==> src/rtl/rf_arb_pkg.sv <==
// rf_arb_pkg: shared sizes, FSM state enum and register index type for the RF port arbiter
package rf_arb_pkg;
  localparam int WORD_SIZE = 16;
  localparam int NUM_REG = 4;
  localparam int ADDR_W = $clog2(NUM_REG);
  typedef enum logic {ST_RUN, ST_CLEAR} arb_state_t;
  typedef logic [ADDR_W-1:0] reg_idx_t;
  typedef logic [WORD_SIZE-1:0] word_t;
endpackage

==> src/rtl/rf_arb_rr_pick.sv <==
// rf_arb_rr_pick: 2-way round-robin write grant (in: want[1:0], prio; out: gnt[1:0], prio_next toggling only on a contest)
module rf_arb_rr_pick (
  input  logic [1:0] want,
  input  logic       prio,
  output logic [1:0] gnt,
  output logic       prio_next
);
  always_comb begin
    gnt = &want ? (prio ? 2'b10 : 2'b01) : want;
    prio_next = &want ? ~prio : prio;
  end
endmodule

==> src/rtl/rf_port_arbiter.sv <==
// rf_port_arbiter: shares 1W/2R register file between req0/req1 (rr write grant, registered rsp, CLEAR sweep via clr_start/clr_busy, rf_* to RF; RF_ARB_FWD_EN adds write-to-read forwarding)
module rf_port_arbiter
  import rf_arb_pkg::*;
(
  input  logic                 clk,
  input  logic                 reset,
  input  logic                 req0_valid,
  output logic                 req0_ready,
  input  logic                 req0_we,
  input  logic [ADDR_W-1:0]    req0_addr,
  input  logic [WORD_SIZE-1:0] req0_wdata,
  input  logic                 req1_valid,
  output logic                 req1_ready,
  input  logic                 req1_we,
  input  logic [ADDR_W-1:0]    req1_addr,
  input  logic [WORD_SIZE-1:0] req1_wdata,
  output logic                 rsp0_valid,
  output logic [WORD_SIZE-1:0] rsp0_rdata,
  output logic                 rsp1_valid,
  output logic [WORD_SIZE-1:0] rsp1_rdata,
  input  logic                 clr_start,
  output logic                 clr_busy,
  output logic                 rf_write,
  output logic [ADDR_W-1:0]    rf_addr1,
  output logic [ADDR_W-1:0]    rf_addr2,
  output logic [ADDR_W-1:0]    rf_addr3,
  input  logic [WORD_SIZE-1:0] rf_data1,
  input  logic [WORD_SIZE-1:0] rf_data2,
  output logic [WORD_SIZE-1:0] rf_data3
);
  arb_state_t state_q, state_d;
  reg_idx_t clr_cnt_q, clr_cnt_d;
  logic prio_q, prio_d, prio_next;
  logic rsp0_valid_q, rsp0_valid_d, rsp1_valid_q, rsp1_valid_d;
  word_t rsp0_rdata_q, rsp0_rdata_d, rsp1_rdata_q, rsp1_rdata_d;
  logic run, last, acc0, acc1;
  logic [1:0] want, gnt;
  word_t rd0, rd1;
  rf_arb_rr_pick u_pick (
    .want      (want),
    .prio      (prio_q),
    .gnt       (gnt),
    .prio_next (prio_next)
  );
  always_comb begin
    run = state_q == ST_RUN;
    clr_busy = state_q == ST_CLEAR;
    last = clr_cnt_q == reg_idx_t'(NUM_REG - 1);
    want = run ? {req1_valid && req1_we, req0_valid && req0_we} : 2'b00;
    req0_ready = run && (!req0_we || gnt[0]);
    req1_ready = run && (!req1_we || gnt[1]);
    acc0 = req0_valid && req0_ready;
    acc1 = req1_valid && req1_ready;
    rf_addr1 = req0_addr;
    rf_addr2 = req1_addr;
    // reset also masks the live write-port drive, not just the registered state
    rf_write = !reset && (clr_busy || |gnt);
    rf_addr3 = reset ? '0 : clr_busy ? clr_cnt_q : gnt[1] ? req1_addr : gnt[0] ? req0_addr : '0;
    rf_data3 = (reset || clr_busy) ? '0 : gnt[1] ? req1_wdata : gnt[0] ? req0_wdata : '0;
`ifdef RF_ARB_FWD_EN
    rd0 = (gnt[1] && req1_addr == req0_addr) ? req1_wdata : rf_data1;
    rd1 = (gnt[0] && req0_addr == req1_addr) ? req0_wdata : rf_data2;
`else
    rd0 = rf_data1;
    rd1 = rf_data2;
`endif
    rsp0_valid_d = acc0;
    rsp1_valid_d = acc1;
    rsp0_rdata_d = acc0 ? (req0_we ? req0_wdata : rd0) : rsp0_rdata_q;
    rsp1_rdata_d = acc1 ? (req1_we ? req1_wdata : rd1) : rsp1_rdata_q;
    prio_d = prio_next;
    state_d = run ? (clr_start ? ST_CLEAR : ST_RUN) : (last ? ST_RUN : ST_CLEAR);
    clr_cnt_d = (clr_busy && !last) ? clr_cnt_q + reg_idx_t'(1) : '0;
  end
  always_ff @(posedge clk or posedge reset) begin
    if (reset) begin
      state_q <= ST_RUN;
      clr_cnt_q <= '0;
      prio_q <= 1'b0;
      rsp0_valid_q <= 1'b0;
      rsp1_valid_q <= 1'b0;
      rsp0_rdata_q <= '0;
      rsp1_rdata_q <= '0;
    end else begin
      state_q <= state_d;
      clr_cnt_q <= clr_cnt_d;
      prio_q <= prio_d;
      rsp0_valid_q <= rsp0_valid_d;
      rsp1_valid_q <= rsp1_valid_d;
      rsp0_rdata_q <= rsp0_rdata_d;
      rsp1_rdata_q <= rsp1_rdata_d;
    end
  end
  assign rsp0_valid = rsp0_valid_q;
  assign rsp1_valid = rsp1_valid_q;
  assign rsp0_rdata = rsp0_rdata_q;
  assign rsp1_rdata = rsp1_rdata_q;
endmodule
==> config.mk <==
export PLATFORM = sky130hd
export DESIGN_NAME = rf_port_arbiter
export DESIGN_NICKNAME = d
export VERILOG_FILES = /design/src/rtl/rf_arb_pkg.sv /design/src/rtl/rf_arb_rr_pick.sv /design/src/rtl/rf_port_arbiter.sv
export SDC_FILE = /design/constraint.sdc
export NUM_CORES = 1
export LEC_CHECK = 0
export ABC_AREA = 1
export CELL_PAD_IN_SITES_DETAIL_PLACEMENT = 2
export CELL_PAD_IN_SITES_GLOBAL_PLACEMENT = 2
export CORE_MARGIN = 2
export CORE_UTILIZATION = 21
export DETAILED_ROUTE_END_ITERATION = 12
export GPL_ROUTABILITY_DRIVEN = 0
export PLACE_DENSITY_LB_ADDON = 0.2
export SYNTH_ARGS = -nofsm -noshare
export SYNTH_HDL_FRONTEND = slang
export SYNTH_SLANG_ARGS = --single-unit
==> constraint.sdc <==
create_clock -name clk -period 5.4 [get_ports clk]
set_input_delay 1.62 -clock clk [delete_from_list [all_inputs] [get_ports clk]]
set_output_delay 1.62 -clock clk [all_outputs]
set_load 0.01 [all_outputs]
==> reports/results.txt <==
# rows = 38
Ant. Diodes = 0
Reg2Reg Depth = 7
Crit path depth = 6
Worst hold path depth = 2
Die Height = 110.5 um
Critical path type = in -> out
Final worst-path cycle share = 0.9601
Mapped Cells = 312
Layout cell share with drive strength beyond 1 = 0.1053
Die footprint = 12220 sq um
Syn Std Cell Area = 2384 sq um
Clk slew on worst S/H paths = 0.05 ns
Slew headroom = 0.6555
Switch Pwr = 0.5482 mW
CTS tree = done
DRT Pass-1 Iters = 4
Sw frac = 0.3627
Max-cap violations = 0
Tightest Hold Check Type = reg -> reg
DRC Markers = 0
Main synth FF type = dfrtp_1
Largest stage delay, worst path = 0.59 ns
WP buf/inv = 2
Total power draw = 1.511 mW
Initial antenna violation count = 0
Synthesized area per cell = 7.640 sq um
Root Buffer = clkbuf_16
Number of DRC markers in iteration 0 = 63
Input/output buffers = 134
Layout Area Growth over Synthesis = 66.82%
Multi-input logic area = 1224 sq um
CP Max Fanout = 18
Synth cell types = 27
Synth cell count leaders = 104 x nand2_1, 38 x dfrtp_1, 34 x nand3_1
Crit path DAT = 3.56 ns
Area contributors post-synth = dfrtp_1 40%, nand2_1 16%, mux2_2 7.6%, nand3_1 7.1%, o211ai_1 4.7%
Endpoints failing setup = 0
H-tree depth = 2
Clock latency on the worst-skew pair = 0.28 ns
Yosys warnings = 0
Sequential Power Share = 0.329
Largest area contributor in the netlist = dfrtp_1
Top Family by Delay on Critical Path = buffers and inverters
Post-DP HPWL = 8113 um
GRT Overall Usage = 0.1658
Cts hold-fix bufs = 0
Final hold violations = 0
Setup TNS = 0 ns
Most used cell, CP = clkdlybuf4s50_1
Clock network power share = 0.191
Tmin final = 5.185 ns
Run status = finished clean
Layout fillers = 1277
FMAX = 0.1929 GHz
Logic gate share of total power = 0.480
Starting Density = 0.2180
Syn Nets = 388
Worst Setup End Kind = output pin
DR vias/cell = 4.549
Worst IR Drop VDD = 0.1451 mV
Final Max Slew Viols = 0
Worst EP required = 3.78 ns
Sequential cell area = 950.9 sq um
Number of flops mapped to enable cells by yosys = 0
Vias in the first global route = 2931
Final wirelength = 9978 um
RSZ-0062 raised after global routing = false
Asr flop ratio synth = 1.000
Clock tree buffer depth = 2
CP cell instances = clkdlybuf4s50_1 > nand2_2 > nor2_4 > o211ai_1 > a21oi_1 > clkdlybuf4s50_1
Die width = 110.5 um
Seq cells post-synth = 38
Clock buffer count from CTS = 5
Crit-path slowest cell = clkdlybuf4s50_1
Seq/Total Area, Yosys = 0.3990
Reg2Reg Setup Slack = 3.39 ns
Cell Pwr Density = 380.1 nW/um^2
Largest net degree at the start of global routing = 33
Layout Cells excl Fill = 577
Slew of the pin with the lowest slew margin = 0.5155 ns
Share of the synthesized area in the top cell type = 0.3990
Io pins = 135
Setup Skew = 0.003848 ns
Core Region = 10940 sq um
Count leader, synth = nand2_1
WL per Instance = 17.29 um
# Post-CTS Setup Buffers = 0
Final nets = 514
DP Cell Count = 571
P_int = 0.9631 mW
Global route overflow = 0
Worst setup SP type = input pin
Via count = 2625
Routed Antenna Nets = 0
# resized after CTS = 0
Leakage = 1.742 nW
Clock sink count = 38
First-pass GRT wire length = 16390 um
metrics by stage:
step	setup WS (ns)	instance area [sq um]	util	hold WS [ns]
CTS	0.1813	3976	0.3636	0.4724
global route	0.04752	3976	0.3636	0.5141
finish	0.2152	3976	0.3636	0.4646
detailed placement	0.2014	3837	0.3509	0.4581
global placement	0.2279	3837	0.3509	0.4533
floorplan	0.8895	2384	-	0.4269
final cells by class:
type / instances / share of cell area
multi-input combinational: 228 / 0.3077
clock buffer: 6 / 0.03493
timing repair buffer: 142 / 0.3524
sequential: 38 / 0.2391
tap: 140 / 0.04405
inverter: 23 / 0.02171
final timing paths:
kind / end / from
max: rf_data3[15] / req0_valid
min: rsp0_rdata[1] / rsp0_rdata[1]
max reg2reg: rsp0_rdata[3] / clr_busy
min reg2reg: rsp0_rdata[1] / rsp0_rdata[1]
max in group asynchronous: rsp0_rdata[6] / reset
min in group asynchronous: rsp1_rdata[14] / reset
cell families (layout without fill, tap and decap cells):
logic type	count (synthesis)	after routing	synth area share
flip-flops	38	38	0.3989
buffers and inverters	46	171	0.08767
XOR/XNOR	1	1	0.003675
multiplexers	16	16	0.07559
adder cells (fa/ha/maj)	1	1	0.005249
AND/OR/NAND/NOR	157	157	0.2945
AO/OA/AOI/OAI	53	53	0.1344
power by group through the flow:
| stage | registers (mW) | clock network, mW | logic, mW |
|---|---|---|---|
| 4_1_cts | 0.501 | 0.299 | 0.743 |
| 3_3_place_gp | 0.496 | 0 | 0.721 |
| 2_1_floorplan | 0.535 | 0 | 0.278 |
| 5_1_grt | 0.521 | 0.312 | 0.802 |
| 6_report | 0.497 | 0.289 | 0.726 |
| 3_5_place_dp | 0.503 | 0 | 0.739 |
worst register-to-register path, stage by stage, from the launching register on:
cell     delay, ns
dfrtp_1       0.55
nor2_4        0.43
o21ai_2       0.15
nand2_4       0.09
buf_4         0.22
nand2_2       0.26
nand2_1       0.14
nand2_1       0.06
sequential cells by signal, indices dropped and copies added, names as in the netlist:
signal      cells
rsp0_rdata     16
rsp1_rdata     16
clr_cnt_q       2
clr_busy        1
prio_q          1
rsp0_valid      1
rsp1_valid      1
routing by layer:
| metal | GRT usage | up-vias | wire length, um |
|---|---|---|---|
| met3 | 0.05104 | 11 | 630 |
| met5 | 0 | - | 0 |
| met2 | 0.2703 | 86 | 4726 |
| li1 | - | 1266 | - |
| met1 | 0.2146 | 1262 | 4453 |
| met4 | 0.04000 | 0 | 167 |
layout by cell type, fill, tap and decap left out:
| master | netlist | routed |
|---|---|---|
| nor3_1 | 1 | 1 |
| mux2_2 | 16 | 16 |
| clkdlybuf4s50_1 | 0 | 134 |
| nor2_1 | 6 | 6 |
| nor2_4 | 1 | 1 |
| nand3_1 | 34 | 34 |
| clkbuf_8 | 0 | 1 |
| clkbuf_16 | 0 | 5 |
| xor2_1 | 1 | 1 |
| inv_2 | 2 | 3 |
| inv_1 | 21 | 20 |
| o211ai_1 | 15 | 15 |
| o21ai_1 | 2 | 2 |
| or2_2 | 2 | 2 |
| o21ai_2 | 1 | 1 |
| nand2_2 | 3 | 3 |
| nand2_1 | 104 | 104 |
| nor3b_1 | 1 | 1 |
| nand2_4 | 3 | 3 |
| nor2_8 | 1 | 1 |
| a21oi_1 | 16 | 16 |
| ha_1 | 1 | 1 |
| buf_4 | 7 | 8 |
| o21ai_0 | 18 | 18 |
| nand3_2 | 1 | 1 |
| dfrtp_1 | 38 | 38 |
| a21boi_4 | 1 | 1 |
Note: power is estimated with default switching activity, not from simulation.
